<file path="src/rtl/alu_op_sequencer_pkg.sv">
// Shared opcodes, flag bit positions and FSM encoding
// for the ALU operation sequencer.
package alu_op_sequencer_pkg;

    localparam logic [3:0] OP_RTYPE = 4'b0000;
    localparam logic [3:0] OP_AND   = 4'b0001;
    localparam logic [3:0] OP_OR    = 4'b0010;
    localparam logic [3:0] OP_XOR   = 4'b0011;
    localparam logic [3:0] OP_ADD   = 4'b0101;
    localparam logic [3:0] OP_LSH   = 4'b1000;
    localparam logic [3:0] OP_SUB   = 4'b1001;
    localparam logic [3:0] OP_CMP   = 4'b1011;
    localparam logic [3:0] OP_MOV   = 4'b1101;

    localparam int FLAG_C = 4;
    localparam int FLAG_L = 3;
    localparam int FLAG_F = 2;
    localparam int FLAG_Z = 1;
    localparam int FLAG_N = 0;

    typedef enum logic [1:0] {
        ST_IDLE  = 2'd0,
        ST_SHIFT = 2'd1,
        ST_DONE  = 2'd2
    } state_t;

    function automatic logic [3:0] eff_op(input logic [3:0] opcode,
                                          input logic [3:0] opext);
        return (opcode != OP_RTYPE) ? opcode : opext;
    endfunction

endpackage

</file>
<file path="src/rtl/alu_op_sequencer_alu_core.sv">
// Single-cycle combinational ALU: result, next flags and
// an illegal indication for the effective opcode.
module alu_core
    import alu_op_sequencer_pkg::*;
#(
    parameter int WIDTH = 16
) (
    input  logic [3:0]       op,
    input  logic [WIDTH-1:0] a,
    input  logic [WIDTH-1:0] b,
    input  logic [4:0]       flags_in,
    output logic [WIDTH-1:0] result,
    output logic [4:0]       flags,
    output logic             illegal
);

    localparam int M = WIDTH - 1;

    logic [WIDTH:0] sum;
    logic [WIDTH:0] diff;

    assign sum  = {1'b0, a} + {1'b0, b};
    assign diff = {1'b0, a} - {1'b0, b};

    always_comb begin
        result  = '0;
        flags   = flags_in;
        illegal = 1'b0;
        case (op)
            OP_ADD: begin
                result        = sum[M:0];
                flags[FLAG_C] = sum[WIDTH];
                flags[FLAG_F] = (a[M] == b[M]) && (sum[M] != a[M]);
            end
            OP_SUB: begin
                // diff[WIDTH] is the unsigned borrow
                result        = diff[M:0];
                flags[FLAG_C] = diff[WIDTH];
                flags[FLAG_F] = (a[M] != b[M]) && (diff[M] != a[M]);
            end
            OP_AND: result = a & b;
            OP_XOR: result = a ^ b;
            OP_OR:  result = a | b;
            OP_CMP: begin
                result        = a;
                flags[FLAG_L] = a < b;
                flags[FLAG_N] = $signed(a) < $signed(b);
                flags[FLAG_Z] = a == b;
            end
            OP_MOV: result = b;
            OP_LSH: result = a;
            default: illegal = 1'b1;
        endcase
    end

endmodule

</file>
<file path="src/rtl/alu_op_sequencer.sv">
// ALU operation sequencer: accepts one op at a time, runs
// multi-cycle shifts and holds the result until consumed.
module alu_op_sequencer
    import alu_op_sequencer_pkg::*;
#(
    parameter int WIDTH = 16,
    parameter int CNT_W = $clog2(WIDTH + 1)
) (
    input  logic             clk,
    input  logic             reset,
    input  logic             in_valid,
    output logic             in_ready,
    input  logic [3:0]       opcode,
    input  logic [3:0]       opext,
    input  logic [WIDTH-1:0] a,
    input  logic [WIDTH-1:0] b,
    output logic [WIDTH-1:0] result,
    output logic             out_valid,
    input  logic             out_ready,
    output logic [4:0]       flags,
    output logic             illegal
);

    state_t           state;
    state_t           state_nxt;
    logic [3:0]       op;
    logic             accept;
    logic             is_lsh;
    logic [WIDTH-1:0] mag;
    logic [CNT_W-1:0] k;
    logic [CNT_W-1:0] cnt;
    logic             dir;
    logic [WIDTH-1:0] core_result;
    logic [4:0]       core_flags;
    logic             core_illegal;

    assign op        = eff_op(opcode, opext);
    assign in_ready  = state == ST_IDLE;
    assign out_valid = state == ST_DONE;
    assign accept    = in_valid && in_ready;
    assign is_lsh    = op == OP_LSH;

    // Most negative b negates to itself, which still saturates to WIDTH
    assign mag = b[WIDTH-1] ? (~b + 1'b1) : b;
    assign k   = (mag >= WIDTH'(WIDTH)) ? CNT_W'(WIDTH) : mag[CNT_W-1:0];

    alu_core #(.WIDTH(WIDTH)) u_core (
        .op       (op),
        .a        (a),
        .b        (b),
        .flags_in (flags),
        .result   (core_result),
        .flags    (core_flags),
        .illegal  (core_illegal)
    );

    always_comb begin
        state_nxt = state;
        unique case (state)
            ST_IDLE: begin
                if (accept) begin
                    state_nxt = (is_lsh && k != '0) ? ST_SHIFT : ST_DONE;
                end
            end
            ST_SHIFT: begin
                if (cnt == CNT_W'(1)) state_nxt = ST_DONE;
            end
            ST_DONE: begin
                if (out_ready) state_nxt = ST_IDLE;
            end
            default: state_nxt = ST_IDLE;
        endcase
    end

    always_ff @(posedge clk or posedge reset) begin
        if (reset) state <= ST_IDLE;
        else       state <= state_nxt;
    end

    always_ff @(posedge clk or posedge reset) begin
        if (reset) begin
            result  <= '0;
            flags   <= '0;
            illegal <= 1'b0;
            cnt     <= '0;
            dir     <= 1'b0;
        end else begin
            unique case (state)
                ST_IDLE: begin
                    if (accept) begin
                        result  <= core_result;
                        flags   <= core_flags;
                        illegal <= core_illegal;
                        cnt     <= is_lsh ? k : '0;
                        dir     <= b[WIDTH-1];
                    end
                end
                ST_SHIFT: begin
                    result <= dir ? (result >> 1) : (result << 1);
                    cnt    <= cnt - 1'b1;
                end
                default: ;
            endcase
        end
    end

endmodule

</file>
<file path="config.mk">
export PLATFORM = sky130hd
export DESIGN_NAME = alu_op_sequencer
export DESIGN_NICKNAME = d
export VERILOG_FILES = /design/src/rtl/alu_op_sequencer_pkg.sv /design/src/rtl/alu_op_sequencer_alu_core.sv /design/src/rtl/alu_op_sequencer.sv
export SDC_FILE = /design/constraint.sdc
export NUM_CORES = 1
export LEC_CHECK = 0
export BUFFER_PORTS_ARGS = -buffer_cell sky130_fd_sc_hd__buf_2
export CORE_ASPECT_RATIO = 0.6
export CORE_MARGIN = 4
export CORE_UTILIZATION = 51
export DETAILED_ROUTE_END_ITERATION = 7
export PLACE_DENSITY = 0.73
export SYNTH_ARGS = -nofsm -noshare
export SYNTH_HDL_FRONTEND = slang
export SYNTH_SLANG_ARGS = --single-unit
</file>
<file path="constraint.sdc">
create_clock -name clk -period 2.4 [get_ports clk]
set_input_delay 0.24 -clock clk [delete_from_list [all_inputs] [get_ports clk]]
set_output_delay 0.24 -clock clk [all_outputs]
set_load 0.05 [all_outputs]
</file>
## Yosys cells after proc, flatten, opt, wreduce, memory -nomap -nowiden

Index checks and enable logic that the tools add are counted.

| cells by class | value |
|---|---|
| add/subtract/negate cells | 4 |
| magnitude comparators | 3 |
| eq/ne operators | 19 |
| multiplexer cells | 18 |
| bitwise operators | 4 |
| reductions and logical operators | 16 |

Operators by type and width:

| operator | number |
|---|---|
| one-hot mux 16 bit (7 select lines) | 1 |
| 2-to-1 mux 16 bit | 3 |
| < comparator 16 bit | 2 |
| one-hot mux 16 bit (2 select lines) | 1 |
| adder 16 x 16 -> 17 bit | 1 |
| subtractor 16 x 16 -> 17 bit | 1 |
| adder 16 x 1 -> 16 bit, second input constant | 1 |
| bitwise AND 16 bit | 1 |
| == test 16 bit | 1 |
| == test 4 bit, second input constant | 4 |
| greater-or-equal comparator 16 x 5 -> 1 bit, second input constant | 1 |
| inverter 16 bit | 1 |
| bitwise OR 16 bit | 1 |
| XOR 16 bit | 1 |
| 2-to-1 mux 5 bit | 3 |
| one-hot mux 5 bit (2 select lines) | 1 |
| AND reduction 3 bit | 3 |
| == test 4 x 2 -> 1 bit, second input constant | 2 |
| 2-to-1 mux 2 bit | 4 |
| OR reduction 8 bit | 1 |
| one-hot mux 2 bit (3 select lines) | 1 |
| == test 5 x 1 -> 1 bit, second input constant | 1 |
| nonzero test 5 bit | 1 |
| subtractor 5 x 1 -> 5 bit, second input constant | 1 |
| other kinds (17) | 26 |

| storage, ports and cells | value |
|---|---|
| register bits | 30 |
| input bits | 44 |
| output and inout port bits | 24 |
| logic and storage cells | 71 |

## Logic depth before layout (Yosys ltp)

Gate-level depths: netlist (run 1).

| depth | value |
|---|---|
| depth after elaboration | 10 |
| depth in mapped cells | 12 |
| gate-level depth less buffers | 12 |

## Hierarchy

From an unflattened synthesis (run 1), not the netlist that was laid out.

| second synthesis, totals | value |
|---|---|
| cell total of the unflattened synthesis | 680 |
| area, all modules | 5088.6 µm² |

By module, submodules not included:

| module | instances | cells an instance | area an instance (µm²) | sequential area each (µm²) |
|---|---|---|---|---|
| alu_core | 1 | 440 | 2917.8 | 0.0 |
| alu_op_sequencer | 1 | 240 | 2170.8 | 750.7 |

## Worst setup path before layout (run 1)

No wires, ideal clock.

| timing | value |
|---|---|
| path kind | input to register |
| start | input b[2] |
| end | register result[14] |
| setup time | 130 ps |
| data arrival time | 2506 ps |
| required time | 2270 ps |
| slack | -236 ps |
| stages | 12 |
| path buffers | 2 |
| path through | buf_2 inv_1 ha_1 buf_4 nand2b_1 a21oi_1 a221o_1 a221o_1 a21o_1 and4_1 a2111oi_2 a21oi_1 |

| between the ends | value |
|---|---|
| word-level cells in the longest chain between the ends | 4 |
| elaborated cells on any way between the ends | 5 |
| those cells by class | 2 x add/sub; 3 x mux |

Ends and longest elaborated chain:

| what | line | source |
|---|---|---|
| from (decl) | alu_op_sequencer.sv:16 | `input logic [WIDTH-1:0] b,` |
| subtractor 16 x 16 -> 17 bit or adder 16 x 16 -> 17 bit (tied branches) | alu_op_sequencer_alu_core.sv:23, alu_op_sequencer_alu_core.sv:22 |  |
| one-hot mux 16 bit (7 select lines) * | alu_op_sequencer_alu_core.sv:29 | `case (op)` |
| 2-to-1 mux 16 bit * | alu_op_sequencer.sv:90 | `if (accept) begin` |
| one-hot mux 16 bit (2 select lines) * | alu_op_sequencer.sv:88 | `unique case (state)` |
| to (signal assigned) | alu_op_sequencer.sv:91 | `result <= core_result;` |
| to (signal assigned) | alu_op_sequencer.sv:99 | `result <= dir ? (result >> 1) : (result << 1);` |
| to (decl) | alu_op_sequencer.sv:17 | `output logic [WIDTH-1:0] result,` |

Mark *: on every way between the ends. The rest lies on a longest branch, timed or not. The select of a mux whose other input is x is not followed.
A chain may end at the register's enable or synchronous reset.

## Final worst setup path (run 1)

| timing | value |
|---|---|
| start | input a[0] |
| end | register flags[0] |

| between the ends | value |
|---|---|
| word-level cells in the longest chain between the ends | 1 |

Ends and longest elaborated chain:

| what | line | source |
|---|---|---|
| from (decl) | alu_op_sequencer.sv:15 | `input logic [WIDTH-1:0] a,` |
| < comparator 16 bit | alu_op_sequencer_alu_core.sv:47 | `flags[FLAG_N] = $signed(a) < $signed(b);` |
| to (signal assigned) | alu_op_sequencer.sv:92 | `flags <= core_flags;` |
| to (decl) | alu_op_sequencer.sv:20 | `output logic [4:0] flags,` |

No other way between the ends.

==> impl_metrics.csv, run 1 <==
group,metric,value,unit
setup_path,cp_num_buf_inv,3,
setup_path,cp.arrival,2.78,ns
timing,setup_slack,-0.160,ns
yosys,yosys.area_share.simple,0.191,
floorplan,dieArea,10600,um^2
clocking,numCtsBuffers,5,
yosys,synth_seq_cells,30,
setup_path,r2r_cells,9,
clocking,cts_root_buf,"clkbuf_16",
timing,final.period_utilization,1.07,
timing,final_hold_viol_count,0,
grt,antenna_found_initial,0,
finish,syn_to_final_growth,43.9,%
finish,fin_nets,908,
yosys,yosysWarnings,0,
timing,slew_viol_final,0,
power_and_ir_drop,leakage,0.00312,uW
grt,overflow,0,
setup_path,reg2reg_from,"state[0]",
setup_path,cp-start-kind,"input port",
finish,antenna_cells,0,
floorplan,die_w,130,um
placed_design,io_buffers,67,
route,vias_per_cell,6.56,
placed_design,dp_hpwl,16100,um
yosys,synth_adder_area_share,0.149,
placed_design,gp_congestion,1.09,
timing,clock_skew,0.00554,ns
yosys,synth_top_family_by_area,"compound AO/OA/AOI/OAI gates",
setup_path,rrSetupSlack,0.06,ns
placed_design,place_inst,911,
route,wl_per_cell,21.9,um
yosys,netlist_area,4560,um^2
setup_path,critPathSlowestCell,"a2111oi_4",
setup_path,cp_slowest_stage_delay,0.41,ns
route,drtPass1Iterations,5,
timing,period_needed,2.56,ns
timing,rsz0062_at_grt,"yes",
yosys,synth.area.mux_share,0.0378,
yosys,synth_most_common_cell,"a21oi_1",
grt,grt_max_degree,31,
route,via_count,6060,
setup_path,cp_top_family,"compound AO/OA/AOI/OAI gates",
clocking,h-tree-depth,2,
worst_hold_path,hp-class,"in2async",
setup_path,crit_fanout,4,
finish,final_cells,924,
floorplan,rows,26,
yosys,syn_nets,710,
timing,slew_headroom,0.493,
grt,grt_pass1_vias,5586,
yosys,synth_edf_count,0,
timing,tightest_slew,0.749,ns
yosys,synth_compound_area_frac,0.370,
clocking,cts_buffer_depth,2,
finish,drive_gt1_frac,0.340,
clocking,clkLatencyLatePin,0.28,ns
clocking,cts.sinks,30,
floorplan,initial_utilization,0.529,
route,ant_nets,0,
route,routed_wl,20200,um
clocking,holdBufCountCts,0,
clocking,cts.clk_slew.worst_paths,0.05,ns
route,drcViolationCount,0,
route,first_iter_violations,793,
floorplan,dieHeight,81.3,um
grt,grt_pass1_wl,31100,um
power_and_ir_drop,p_per_area,679,nW/um^2
yosys,synthTopCellsByArea,"dfrtp_1, ha_1, a21oi_1",
flow_run,maxCapViolCount,0,
yosys,synth_top_area_share,0.165,
setup_path,crit_chain,"buf_12 -> inv_12 -> ha_4 -> inv_2 -> fa_2 -> nand2b_4 -> a21oi_4 -> a221o_1 -> a221o_1 -> a21o_4 -> a2111oi_4 -> mux2_1 -> mux2_1",
yosys,ys.flop_type,"dfrtp_1",
yosys,synth_xor_area_frac,0.0115,
power_and_ir_drop,ir_drop,0.000527,V
setup_path,rr_endpoint,"result[5]",
setup_path,critPathRequiredTime,2.62,ns
floorplan,core,8620,um^2
timing,clock.fmax,391,MHz
yosys,synth_cells,613,
yosys,ys_types,69,
floorplan,ios,68,
yosys,syn_area_per_cell,7.44,um^2
setup_path,crit_path_end_kind,"flip-flop",
grt,track_usage,0.384,
yosys,synth_top_area_cell,"dfrtp_1",
yosys,synth_seq_area_share,0.165,
yosys,synthTopCellsByCount,"a21oi_1, inv_1, ha_1",
setup_path,worstSetupPathType,"in2reg",
timing,finalSetupViolations,4,
yosys,async_reset_ff_frac,1.00,
finish,final_util,0.762,
clocking,cts_tree,"built",
status,outcome,"complete, but fails checks",
status,violations,"setup timing",
[worst max-delay path by stage]
stage | cells after the start | slack [ns] | endpoint | from
floorplan | 12 | -0.12 | result[14] | a[0]
global placement | 13 | -0.37 | result[14] | a[0]
detailed placement | 13 | -0.53 | result[14] | a[0]
CTS | 13 | -0.19 | flags[0] | a[0]
global route | 13 | -0.21 | flags[4] | a[0]
finish | 13 | -0.16 | flags[0] | a[0]
[cells by family after synthesis]
| group | Yosys count |
|---|---|
| AOI/OAI and AO/OA | 250 |
| and+or+nand+nor | 168 |
| DFF | 30 |
| xor gates and xnor gates | 6 |
| muxes | 17 |
| adders and majority gates | 53 |
| buffers and inverters | 89 |
[per-stage QoR]
step | cell area (um^2) | hold slack, ns | setup TNS (ns) | setup WS, ns | power, uW
floorplan | 4660 | 0.331 | -0.371 | -0.121 | 2510
global placement | 6180 | 0.339 | -2.94 | -0.370 | 3380
detailed placement | 6180 | 0.339 | -4.43 | -0.530 | 3450
CTS | 6450 | 0.0522 | -0.467 | -0.190 | 4340
global route | 6570 | 0.0752 | -0.717 | -0.207 | 4640
finish | 6570 | 0.0386 | -0.557 | -0.160 | 4460
[state kept, by name, summed over array words and instances (netlist names)]
signal,count
result,16
cnt,5
flags,5
state,2
dir,1
illegal,1
[worst min-delay path, delay by kind of cell]
kind | cells | cell delay, ns
buffers and inverters | 3 | 0.49
[metal layers]
layer | up-vias | wire (um) | GRT usage
li1 | 2720 | - | -
met1 | 2772 | 8410 | 0.540
met2 | 473 | 8170 | 0.559
met3 | 95 | 2770 | 0.112
met4 | 0 | 858 | 0.132
met5 | - | 0 | 0
[what timing repair did]
item / in CTS / in global routing
buffers inserted: 1 / 5
resized for setup: 10 / 21
pin swaps: 5 / 14
endpoints found under the setup margin: 7 / 16
[where the power goes]
group | switching [uW] | internal (uW) | leakage [uW]
clock network | 243 | 623 | 0.0000971
logic | 1710 | 936 | 0.00264
registers | 242 | 704 | 0.000376
[cells in the final DEF, fill, tap and decap left out, types with 7 or more instances in the layout]
cell      count
a21oi_1      66
nand3_1      14
inv_1        50
buf_2        65
o22ai_1      19
nand2_1      36
mux2i_1      15
o211ai_1     11
nor3_1        9
a21o_1        7
a221oi_1     12
buf_4       154
a31oi_1      10
nor4_1        7
o21ai_0      37
o31ai_1       7
a221o_1       8
dfrtp_1      30
ha_1         47
nor2_1       49
[cell type report]
| type | instances | area [um^2] |
|---|---|---|
| Multi-Input combinational cell | 494 | 3650 |
| Timing Repair Buffer | 226 | 1600 |
| Sequential cell | 30 | 751 |
| Clock buffer | 6 | 139 |
| Tap cell | 112 | 140 |
| Fill cell | 629 | 2050 |
| Inverter | 54 | 221 |
| Clock inverter | 2 | 60.1 |
Power figures use the tool's default switching activity.
==> run 2, diff against run 1 <==
Settings changed: SKIP_LAST_GASP set to 1.
Clock period 2.4 ns to 3.06 ns, I/O delays scaled along.
==> impl_metrics.csv, run 2 (synthesis gave the netlist of run 1 again) <==
group,metric,value,unit
timing,clock_skew,0.00656,ns
setup_path,critPathRequiredTime,3.27,ns
placed_design,gp_congestion,0.986,
route,routed_wl,18500,um
setup_path,critPathSlowestCell,"a41oi_1",
timing,final.period_utilization,0.926,
floorplan,initial_utilization,0.529,
power_and_ir_drop,fin_total_pwr,3060,uW
setup_path,cp_slowest_stage_delay,0.58,ns
power_and_ir_drop,leakage,0.00246,uW
timing,final_hold_viol_count,0,
finish,fin_nets,788,
floorplan,ios,68,
timing,setup_tns,0,ns
timing,setup_slack,0.225,ns
finish,final_cell_mix,"a21oi_1, buf_2, inv_1",
placed_design,io_buffers,67,
timing,slew_viol_final,0,
worst_hold_path,hp-class,"in2async",
grt,grt_pass1_wl,29300,um
setup_path,r2r_cells,5,
setup_path,cp_num_buf_inv,3,
setup_path,cp.arrival,3.04,ns
clocking,cts_root_buf,"clkbuf_16",
finish,multiInputGateArea,3470,um^2
setup_path,rrSetupSlack,0.80,ns
clocking,post_cts_buffers,0,
finish,syn_to_final_growth,17.1,%
finish,seqCellArea,751,um^2
clocking,numCtsBuffers,5,
timing,period_needed,2.83,ns
grt,antenna_found_initial,0,
finish,top_register,"result",
grt,track_usage,0.355,
setup_path,worstSetupPathType,"in2reg",
clocking,holdBufCountCts,0,
placed_design,dp_hpwl,13900,um
route,drtPass1Iterations,5,
timing,tightest_slew,0.885,ns
route,wl_per_cell,23.0,um
setup_path,cp_top_family,"compound AO/OA/AOI/OAI gates",
grt,overflow,0,
clocking,clkLatencyLatePin,0.28,ns
clocking,cts.clk_slew.worst_paths,0.06,ns
finish,layout_commonest_cell,"a21oi_1",
finish,final_util,0.620,
floorplan,dieArea,10600,um^2
grt,grt_pass1_vias,5363,
timing,rsz0062_at_grt,"no",
power_and_ir_drop,ir_drop,0.000324,V
placed_design,dpl_worst_slack,0.00225,ns
clocking,h-tree-depth,2,
flow_run,maxCapViolCount,0,
power_and_ir_drop,p_per_area,572,nW/um^2
placed_design,place_inst,796,
clocking,cts_buffer_depth,2,
route,vias_per_cell,7.09,
floorplan,die_w,130,um
setup_path,crit_chain,"buf_2 -> inv_1 -> ha_1 -> inv_1 -> a2111oi_0 -> o21ai_0 -> a41oi_1 -> o21ai_0 -> nor4b_1 -> a311o_1 -> a21oi_1",
finish,antenna_cells,0,
floorplan,core,8620,um^2
floorplan,dieHeight,81.3,um
clocking,cts.sinks,30,
finish,fill_cells,784,
finish,largest_reg_flops,16,
setup_path,rr_endpoint,"result[15]",
clocking,cts-resized-gates,0,
route,via_count,5690,
timing,clock.fmax,353,MHz
finish,reg_top3,"result (16), cnt (5), flags (5)",
route,drcViolationCount,0,
route,ant_nets,0,
finish,drive_gt1_frac,0.185,
clocking,cts_tree,"built",
floorplan,rows,26,
timing,finalSetupViolations,0,
setup_path,cp-start-kind,"input port",
setup_path,crit_path_end_kind,"flip-flop",
status,outcome,"finished clean",
setup_path,reg2reg_from,"state[1]",
setup_path,crit_fanout,4,
grt,grt_max_degree,31,
finish,final_cells,803,
timing,slew_headroom,0.408,
route,first_iter_violations,718,
-- run 2: per-stage QoR --
stage | hold slack [ns] | instance area (um^2)
floorplan | 0.397 | 4560
global placement | 0.419 | 5210
detailed placement | 0.425 | 5210
CTS | 0.131 | 5340
global route | 0.177 | 5340
finish | 0.129 | 5340
-- run 2: cell type report --
cell class,count,area share
multi-input cells,494,0.650
well taps,112,0.0262
inverters,54,0.0379
repair buffers,106,0.120
clock inverters,2,0.00187
flip-flops and latches,30,0.141
clock buffers,5,0.0234
-- run 2: per-layer routing --
metal | GRT usage | wire length, um | share of wire
met2 | 0.507 | 7430 | 0.40
met3 | 0.121 | 2880 | 0.16
met1 | 0.505 | 7730 | 0.42
met5 | 0 | 0 | 0
met4 | 0.0944 | 431 | 0.023
-- run 2: worst max-delay path by stage --
stage / endpoint / startpoint / cells after the start / slack [ns]
floorplan: result[14] / b[2] / 12 / 0.36
global placement: result[14] / a[0] / 13 / 0.07
CTS: result[14] / a[0] / 13 / 0.28
global route: result[14] / a[0] / 13 / 0.03
detailed placement: result[14] / a[0] / 13 / 0.002
finish: result[11] / a[6] / 11 / 0.23
-- run 2: power breakdown --
| part | internal (uW) | total, uW | switching, uW |
|---|---|---|---|
| clock | 294 | 489 | 195 |
| sequential | 552 | 777 | 225 |
| combinational | 560 | 1790 | 1230 |
| total | 1410 | 3060 | 1650 |
-- run 2: worst register-to-register path, cell delays in order (launching register included) --
cell	delay, ns
dfrtp_1	0.40
nor2_1	0.08
nand2_1	0.42
nand2_1	0.67
o22ai_1	0.36
and4b_1	0.22
